===== config.mk =====
export PLATFORM = sky130hd
export DESIGN_NAME = seg7_scan_driver
export DESIGN_NICKNAME = d
export VERILOG_FILES = /design/src/rtl/seg7_pkg.sv /design/src/rtl/seg7_hex_decode.sv /design/src/rtl/seg7_scan_driver.sv
export SDC_FILE = /design/constraint.sdc
export NUM_CORES = 1
export LEC_CHECK = 0
export ABC_AREA = 0
export CAP_MARGIN = 20
export CELL_PAD_IN_SITES_DETAIL_PLACEMENT = 2
export CELL_PAD_IN_SITES_GLOBAL_PLACEMENT = 2
export CORE_ASPECT_RATIO = 1.2
export CORE_MARGIN = 1
export CORE_UTILIZATION = 33
export CTS_BUF_LIST = sky130_fd_sc_hd__clkbuf_8
export DETAILED_ROUTE_END_ITERATION = 8
export MAX_ROUTING_LAYER = met4
export PLACE_DENSITY = 0.88
export SYNTH_ARGS = -nofsm -noshare
export SYNTH_HDL_FRONTEND = slang
export SYNTH_SLANG_ARGS = --single-unit

===== constraint.sdc =====
create_clock -name clk -period 2.5 [get_ports clk]
set_input_delay 0.375 -clock clk [delete_from_list [all_inputs] [get_ports clk]]
set_output_delay 0.375 -clock clk [all_outputs]
set_load 0.05 [all_outputs]

===== src/rtl/seg7_pkg.sv =====
// Shared constants, glyph table and helpers for the multiplexed 7-segment driver.
// Glyphs are active-low {a,b,c,d,e,f,g} with segment a in bit 6.
package seg7_pkg;

  localparam logic [6:0] SEG_OFF = 7'h7F;

  localparam logic [6:0] GLYPH_0 = 7'b0000001;
  localparam logic [6:0] GLYPH_1 = 7'b1001111;
  localparam logic [6:0] GLYPH_2 = 7'b0010010;
  localparam logic [6:0] GLYPH_3 = 7'b0000110;
  localparam logic [6:0] GLYPH_4 = 7'b1001100;
  localparam logic [6:0] GLYPH_5 = 7'b0100100;
  localparam logic [6:0] GLYPH_6 = 7'b0100000;
  localparam logic [6:0] GLYPH_7 = 7'b0001111;
  localparam logic [6:0] GLYPH_8 = 7'b0000000;
  localparam logic [6:0] GLYPH_9 = 7'b0000100;
  localparam logic [6:0] GLYPH_A = 7'b0001000;
  localparam logic [6:0] GLYPH_B = 7'b1100000;
  localparam logic [6:0] GLYPH_C = 7'b0110001;
  localparam logic [6:0] GLYPH_D = 7'b1000010;
  localparam logic [6:0] GLYPH_E = 7'b0110000;
  localparam logic [6:0] GLYPH_F = 7'b0111000;

  localparam int N_DIGITS_MIN = 1;
  localparam int N_DIGITS_MAX = 8;

  function automatic logic n_digits_ok(input int n);
    return (n >= N_DIGITS_MIN) && (n <= N_DIGITS_MAX);
  endfunction

  function automatic logic [6:0] hex_to_seg(input logic [3:0] hex);
    logic [6:0] seg;
    case (hex)
      4'h0:    seg = GLYPH_0;
      4'h1:    seg = GLYPH_1;
      4'h2:    seg = GLYPH_2;
      4'h3:    seg = GLYPH_3;
      4'h4:    seg = GLYPH_4;
      4'h5:    seg = GLYPH_5;
      4'h6:    seg = GLYPH_6;
      4'h7:    seg = GLYPH_7;
      4'h8:    seg = GLYPH_8;
      4'h9:    seg = GLYPH_9;
      4'hA:    seg = GLYPH_A;
      4'hB:    seg = GLYPH_B;
      4'hC:    seg = GLYPH_C;
      4'hD:    seg = GLYPH_D;
      4'hE:    seg = GLYPH_E;
      4'hF:    seg = GLYPH_F;
      default: seg = SEG_OFF;
    endcase
    return seg;
  endfunction

endpackage


===== src/rtl/seg7_hex_decode.sv =====
// Combinational hex digit to active-low segment pattern decoder.
module seg7_hex_decode
  import seg7_pkg::*;
(
  input  logic [3:0] hex,
  output logic [6:0] seg
);

  // Table lookup of the glyph for the selected digit.
  always_comb begin
    seg = hex_to_seg(hex);
  end

endmodule


===== src/rtl/seg7_scan_driver.sv =====
// Time-multiplexed N-digit common-anode 7-segment driver with per-frame input
// snapshots, blinking, leading-zero suppression and per-slot dead time.
module seg7_scan_driver
  import seg7_pkg::*;
#(
  parameter int N_DIGITS     = 4,
  parameter int CLK_DIV      = 50000,
  parameter int DEAD         = 2,
  parameter int BLINK_FRAMES = 64
) (
  input  logic                    clk,
  input  logic                    rst,
  input  logic                    en,
  input  logic                    lz_en,
  input  logic [4*N_DIGITS-1:0]   digits_i,
  input  logic [N_DIGITS-1:0]     blank_i,
  input  logic [N_DIGITS-1:0]     blink_i,
  input  logic [N_DIGITS-1:0]     dp_i,
  output logic [6:0]              seg_o,
  output logic                    dp_o,
  output logic [N_DIGITS-1:0]     an_o,
  output logic                    frame_o
);

  localparam int PW = $clog2(CLK_DIV);
  localparam int IW = (N_DIGITS > 1) ? $clog2(N_DIGITS) : 1;
  localparam int FW = (BLINK_FRAMES > 1) ? $clog2(BLINK_FRAMES) : 1;

  localparam logic [PW-1:0] PRE_LAST = PW'(CLK_DIV - 1);
  localparam logic [PW-1:0] PRE_DEAD = PW'(DEAD);
  localparam logic [IW-1:0] IDX_LAST = IW'(N_DIGITS - 1);
  localparam logic [FW-1:0] FRM_LAST = FW'(BLINK_FRAMES - 1);

  generate
    if (!n_digits_ok(N_DIGITS)) begin : g_bad_n_digits
      $error("seg7_scan_driver: N_DIGITS must be in 1..8");
    end
  endgenerate

  logic [PW-1:0]             pre_r;
  logic [IW-1:0]             idx_r;
  logic [FW-1:0]             frame_cnt_r;
  logic                      phase_r;
  logic [N_DIGITS-1:0][3:0]  digits_r;
  logic [N_DIGITS-1:0]       blank_r;
  logic [N_DIGITS-1:0]       blink_r;
  logic [N_DIGITS-1:0]       dp_r;
  logic                      lz_r;

  logic                      tick_s;
  logic                      snap_s;
  logic                      lead_s;
  logic [N_DIGITS-1:0]       supp_s;
  logic [3:0]                cur_digit_s;
  logic [6:0]                glyph_s;
  logic                      blanked_s;
  logic                      visible_s;
  logic [N_DIGITS-1:0]       an_s;

  assign tick_s = (pre_r == PRE_LAST);
  assign snap_s = tick_s && (idx_r == IDX_LAST);

  // Slot prescaler and scan index.
  always_ff @(posedge clk) begin
    if (rst) begin
      pre_r <= {PW{1'b0}};
      idx_r <= {IW{1'b0}};
    end else if (tick_s) begin
      pre_r <= {PW{1'b0}};
      idx_r <= (idx_r == IDX_LAST) ? {IW{1'b0}} : idx_r + 1'b1;
    end else begin
      pre_r <= pre_r + 1'b1;
      idx_r <= idx_r;
    end
  end

  // Frame snapshot of the inputs and the blink frame counter; both advance only
  // at the frame boundary so a frame is never torn.
  always_ff @(posedge clk) begin
    if (rst) begin
      digits_r    <= {(4*N_DIGITS){1'b0}};
      blank_r     <= {N_DIGITS{1'b1}};
      blink_r     <= {N_DIGITS{1'b0}};
      dp_r        <= {N_DIGITS{1'b0}};
      lz_r        <= 1'b0;
      frame_cnt_r <= {FW{1'b0}};
      phase_r     <= 1'b0;
    end else if (snap_s) begin
      digits_r <= digits_i;
      blank_r  <= blank_i;
      blink_r  <= blink_i;
      dp_r     <= dp_i;
      lz_r     <= lz_en;
      if (frame_cnt_r == FRM_LAST) begin
        frame_cnt_r <= {FW{1'b0}};
        phase_r     <= ~phase_r;
      end else begin
        frame_cnt_r <= frame_cnt_r + 1'b1;
        phase_r     <= phase_r;
      end
    end else begin
      digits_r    <= digits_r;
      blank_r     <= blank_r;
      blink_r     <= blink_r;
      dp_r        <= dp_r;
      lz_r        <= lz_r;
      frame_cnt_r <= frame_cnt_r;
      phase_r     <= phase_r;
    end
  end

  // Leading-zero run from the most significant digit; digit 0 always shows.
  always_comb begin
    supp_s = {N_DIGITS{1'b0}};
    lead_s = lz_r;
    for (int k = N_DIGITS - 1; k >= 1; k--) begin
      if (lead_s && (digits_r[k] == 4'h0)) begin
        supp_s[k] = 1'b1;
      end else begin
        lead_s = 1'b0;
      end
    end
  end

  // Visibility of the current slot and the anode pattern it implies.
  always_comb begin
    cur_digit_s = digits_r[idx_r];
    blanked_s   = blank_r[idx_r] | (phase_r & blink_r[idx_r]) | supp_s[idx_r];
    visible_s   = en & (pre_r >= PRE_DEAD) & ~blanked_s;
    an_s        = {N_DIGITS{1'b1}};
    for (int k = 0; k < N_DIGITS; k++) begin
      if (visible_s && (idx_r == IW'(k))) begin
        an_s[k] = 1'b0;
      end else begin
        an_s[k] = 1'b1;
      end
    end
  end

  seg7_hex_decode u_hex_decode (
    .hex (cur_digit_s),
    .seg (glyph_s)
  );

  // Registered pin drivers; dark whenever the slot is not visible.
  always_ff @(posedge clk) begin
    if (rst) begin
      seg_o   <= SEG_OFF;
      dp_o    <= 1'b1;
      an_o    <= {N_DIGITS{1'b1}};
      frame_o <= 1'b0;
    end else begin
      seg_o   <= visible_s ? glyph_s : SEG_OFF;
      dp_o    <= ~(visible_s & dp_r[idx_r]);
      an_o    <= an_s;
      frame_o <= snap_s;
    end
  end

endmodule

==> reports/metrics.yaml <==
synthesis:
  synth_nets: 386
  syn_area_per_cell_sq_um: 8.674
  netlist_instances: 341
  synth-seq-cells: 67
  yosys.cell_types.count: 37
  synth-async-reset-ratio: 0
  synth_warnings: 0
  yosysSeqAreaShare: 0.4535
  synth-edff-count: 0
  synth-main-ff-cell: "dfxtp_1"
  synthesis.area_sq_um: 2958
grt:
  grt_usage: 0.2197
  grt_pass1_wl_mm: 14.89
  grt-ovfl-total: 0
  antenna_found_initial: 0
  grt_pass1_vias: 2979
  grt_max_degree: 42
floorplan:
  die_y_microns: 105.7
  die_area_sq_um: 9347
  io_pins: 45
  initial_core_util: 0.3417
  die_w_microns: 88.43
  core_area_sq_um: 8657
  num_rows: 37
critical_path:
  cpPeakStageDelay_ps: 550
  crit_path_top_delay_cell: "or4_1"
  critical_path.top_delay_family: "simple AND/OR/NAND/NOR gates"
  crit_buf_inv: 0
  cp-startpoint: "pre_r[1]"
  arrival_ps: 2580
  startpoint_type: "flop"
  cp_data_required_time_ps: 2780
  cp-end-kind: "flop"
  r2r_start: "pre_r[1]"
  cp_cell_sequence: "ha_1 > nand3_1 > nor3_1 > nand3_2 > or4_1 > a21oi_1"
  crit_fanout: 11
  critPathKind: "flop to flop"
sta:
  final_hold_viol_count: 0
  drv_slew: 0
  tightest_slew_ps: 541.5
  finalSetupTns_ps: 0
  setup_viol_count_final: 0
  post-route-period-util: 0.9199
  setup_ws_ps: 200.2
  slew_headroom: 0.6362
  period_needed_ps: 2300
  fin_worst_skew_ps: 12.95
  grt_setup_unrepaired: "false"
  clock.fmax_mhz: 434.8
route:
  wire_per_inst_microns: 17.87
  drc_errors: 0
  wl_mm: 9.115
  vias: 2647
  postRouteAntennaNets: 0
  first_pass_iters: 4
  viasPerCell: 5.190
  drt_iter0_drc: 87
cells_and_area:
  area_growth_syn_to_layout_pct: 26.73
  multi_input_area_sq_um: 1505
  stdcell_count: 510
  final_nets: 433
  fin_util: 0.4330
  layout.area.seq_sq_um: 1341
  fill_cells: 980
  antennaDiodeCount: 0
  drive_above_1_share: 0.09924
place:
  gp_congestion: 0.7867
  dpl.hpwl_mm: 6.268
  dpl_worst_slack_ps: 230.2
  io_buffer_count: 44
  placed_cells: 494
clock_network:
  clk_pin_slew_ps: 80
  postCtsHoldBufs: 0
  cts.sinks: 67
  htree_levels: 3
  cts_setup_buffers: 0
  root_buffer: "clkbuf_8"
  cts_resized: 0
  cts_inserted_buffers: 9
  cts_tree: "yes"
  clockBufferDepth: 2
  clock_latency_ps: 360
status:
  status: "finished, final reports clean"
pwr:
  total_power_mw: 2.083
  ir_drop_uv: 405.8
  power_density_nw_per_um2: 555.8
  power.leakage_nw: 1.277
worst_hold_path:
  hold_path_class: "flop to flop"
  hp-start: "blink_r[3]"
run:
  cap_violations: 0
## flip-flops by register name, summed over array words and instances, names as in the netlist
| register | flops |
|---|---|
| dp_r | 4 |
| idx_r | 2 |
| pre_r | 16 |
| dp_o | 1 |
| frame_o | 1 |
| blank_r | 4 |
| lz_r | 1 |
| an_o | 4 |
| blink_r | 4 |
| seg_o | 7 |
| frame_cnt_r | 6 |
| phase_r | 1 |
| digits_r | 16 |
## where the power goes
part	internal (mW)	switching, mW
logic	0.0516	0.0295
clock network	0.487	0.439
registers	1.07	0.00538
total	1.61	0.474
## synth_stat cells (2+ instances only)
cell type / number / area, sq um
mux4_2: 7 / 157.7
dfxtp_1: 67 / 1341
xnor2_1: 5 / 43.79
nand3_1: 11 / 55.05
buf_2: 5 / 25.02
nand2b_1: 4 / 25.02
clkbuf_1: 13 / 48.80
o221ai_1: 4 / 35.03
nand4_1: 3 / 18.77
mux2i_1: 2 / 20.02
o31ai_1: 2 / 15.01
o21ai_0: 7 / 35.03
or4_1: 3 / 22.52
nor2_1: 21 / 78.83
nor4_1: 2 / 12.51
xor2_1: 8 / 70.07
nor3_1: 5 / 25.02
nand2_1: 81 / 304.0
or2_2: 2 / 12.51
o211ai_1: 2 / 15.01
or3_1: 6 / 37.54
ha_1: 13 / 162.7
nand3b_1: 5 / 37.54
inv_1: 10 / 37.54
a21oi_1: 39 / 195.2
nor2b_1: 2 / 12.51
and3_1: 2 / 12.51
## cell families (layout without fill, tap and decap cells)
| group | Yosys count | in the layout | share of synthesized area |
|---|---|---|---|
| compound gates | 58 | 58 | 0.1113 |
| xor+xnor | 13 | 13 | 0.03849 |
| fa+ha+maj | 13 | 13 | 0.05499 |
| buf+inv | 28 | 80 | 0.03765 |
| flops | 67 | 67 | 0.4535 |
| mux | 9 | 9 | 0.06007 |
| simple gates | 153 | 153 | 0.2441 |
## path summary, 6_finish.rpt
path	endpoint	cells past startpoint	slack [ps]
hold / removal	blink_r[3]	2	460
setup reg to reg	frame_cnt_r[5]	6	200
hold reg to reg	blink_r[3]	2	460
setup / recovery	frame_cnt_r[5]	6	200
## cell type report
cell class | instances | area share
clock buffers | 10 | 0.03672
flip-flops and latches | 67 | 0.3578
inverters | 10 | 0.01001
clock inverters | 6 | 0.01736
multi-input cells | 246 | 0.4015
well taps | 117 | 0.03905
repair buffers | 54 | 0.1375
## cells in the final DEF, fill, tap and decap left out, types with 10 or more instances in the layout
| master | instances |
|---|---|
| nand2_1 | 81 |
| dfxtp_1 | 67 |
| clkdlybuf4s50_1 | 44 |
| a21oi_1 | 39 |
| nor2_1 | 21 |
| ha_1 | 13 |
| nand3_1 | 11 |
| inv_1 | 10 |
| clkbuf_8 | 10 |
| buf_4 | 10 |
## metal layers
metal	GRT usage	wire length [microns]
met4	0.08180	138
met5	-	0
met3	0.04229	263
met1	0.2277	3645
met2	0.4011	5068
## worst min-delay path, cell delays in order (launching register included)
cell,delay (ps)
dfxtp_1,310
nand2_1,50
a21oi_1,50
## per-stage QoR
| stage | instance area [sq um] | hold slack [ps] |
|---|---|---|
| after CTS | 3749 | 469.4 |
| after floorplan | 2958 | 426.9 |
| after global placement | 3546 | 441.0 |
| after detailed placement | 3546 | 454.2 |
| after global routing | 3749 | 490.3 |
| final | 3749 | 462.8 |
(Power assumes the default switching activity.)
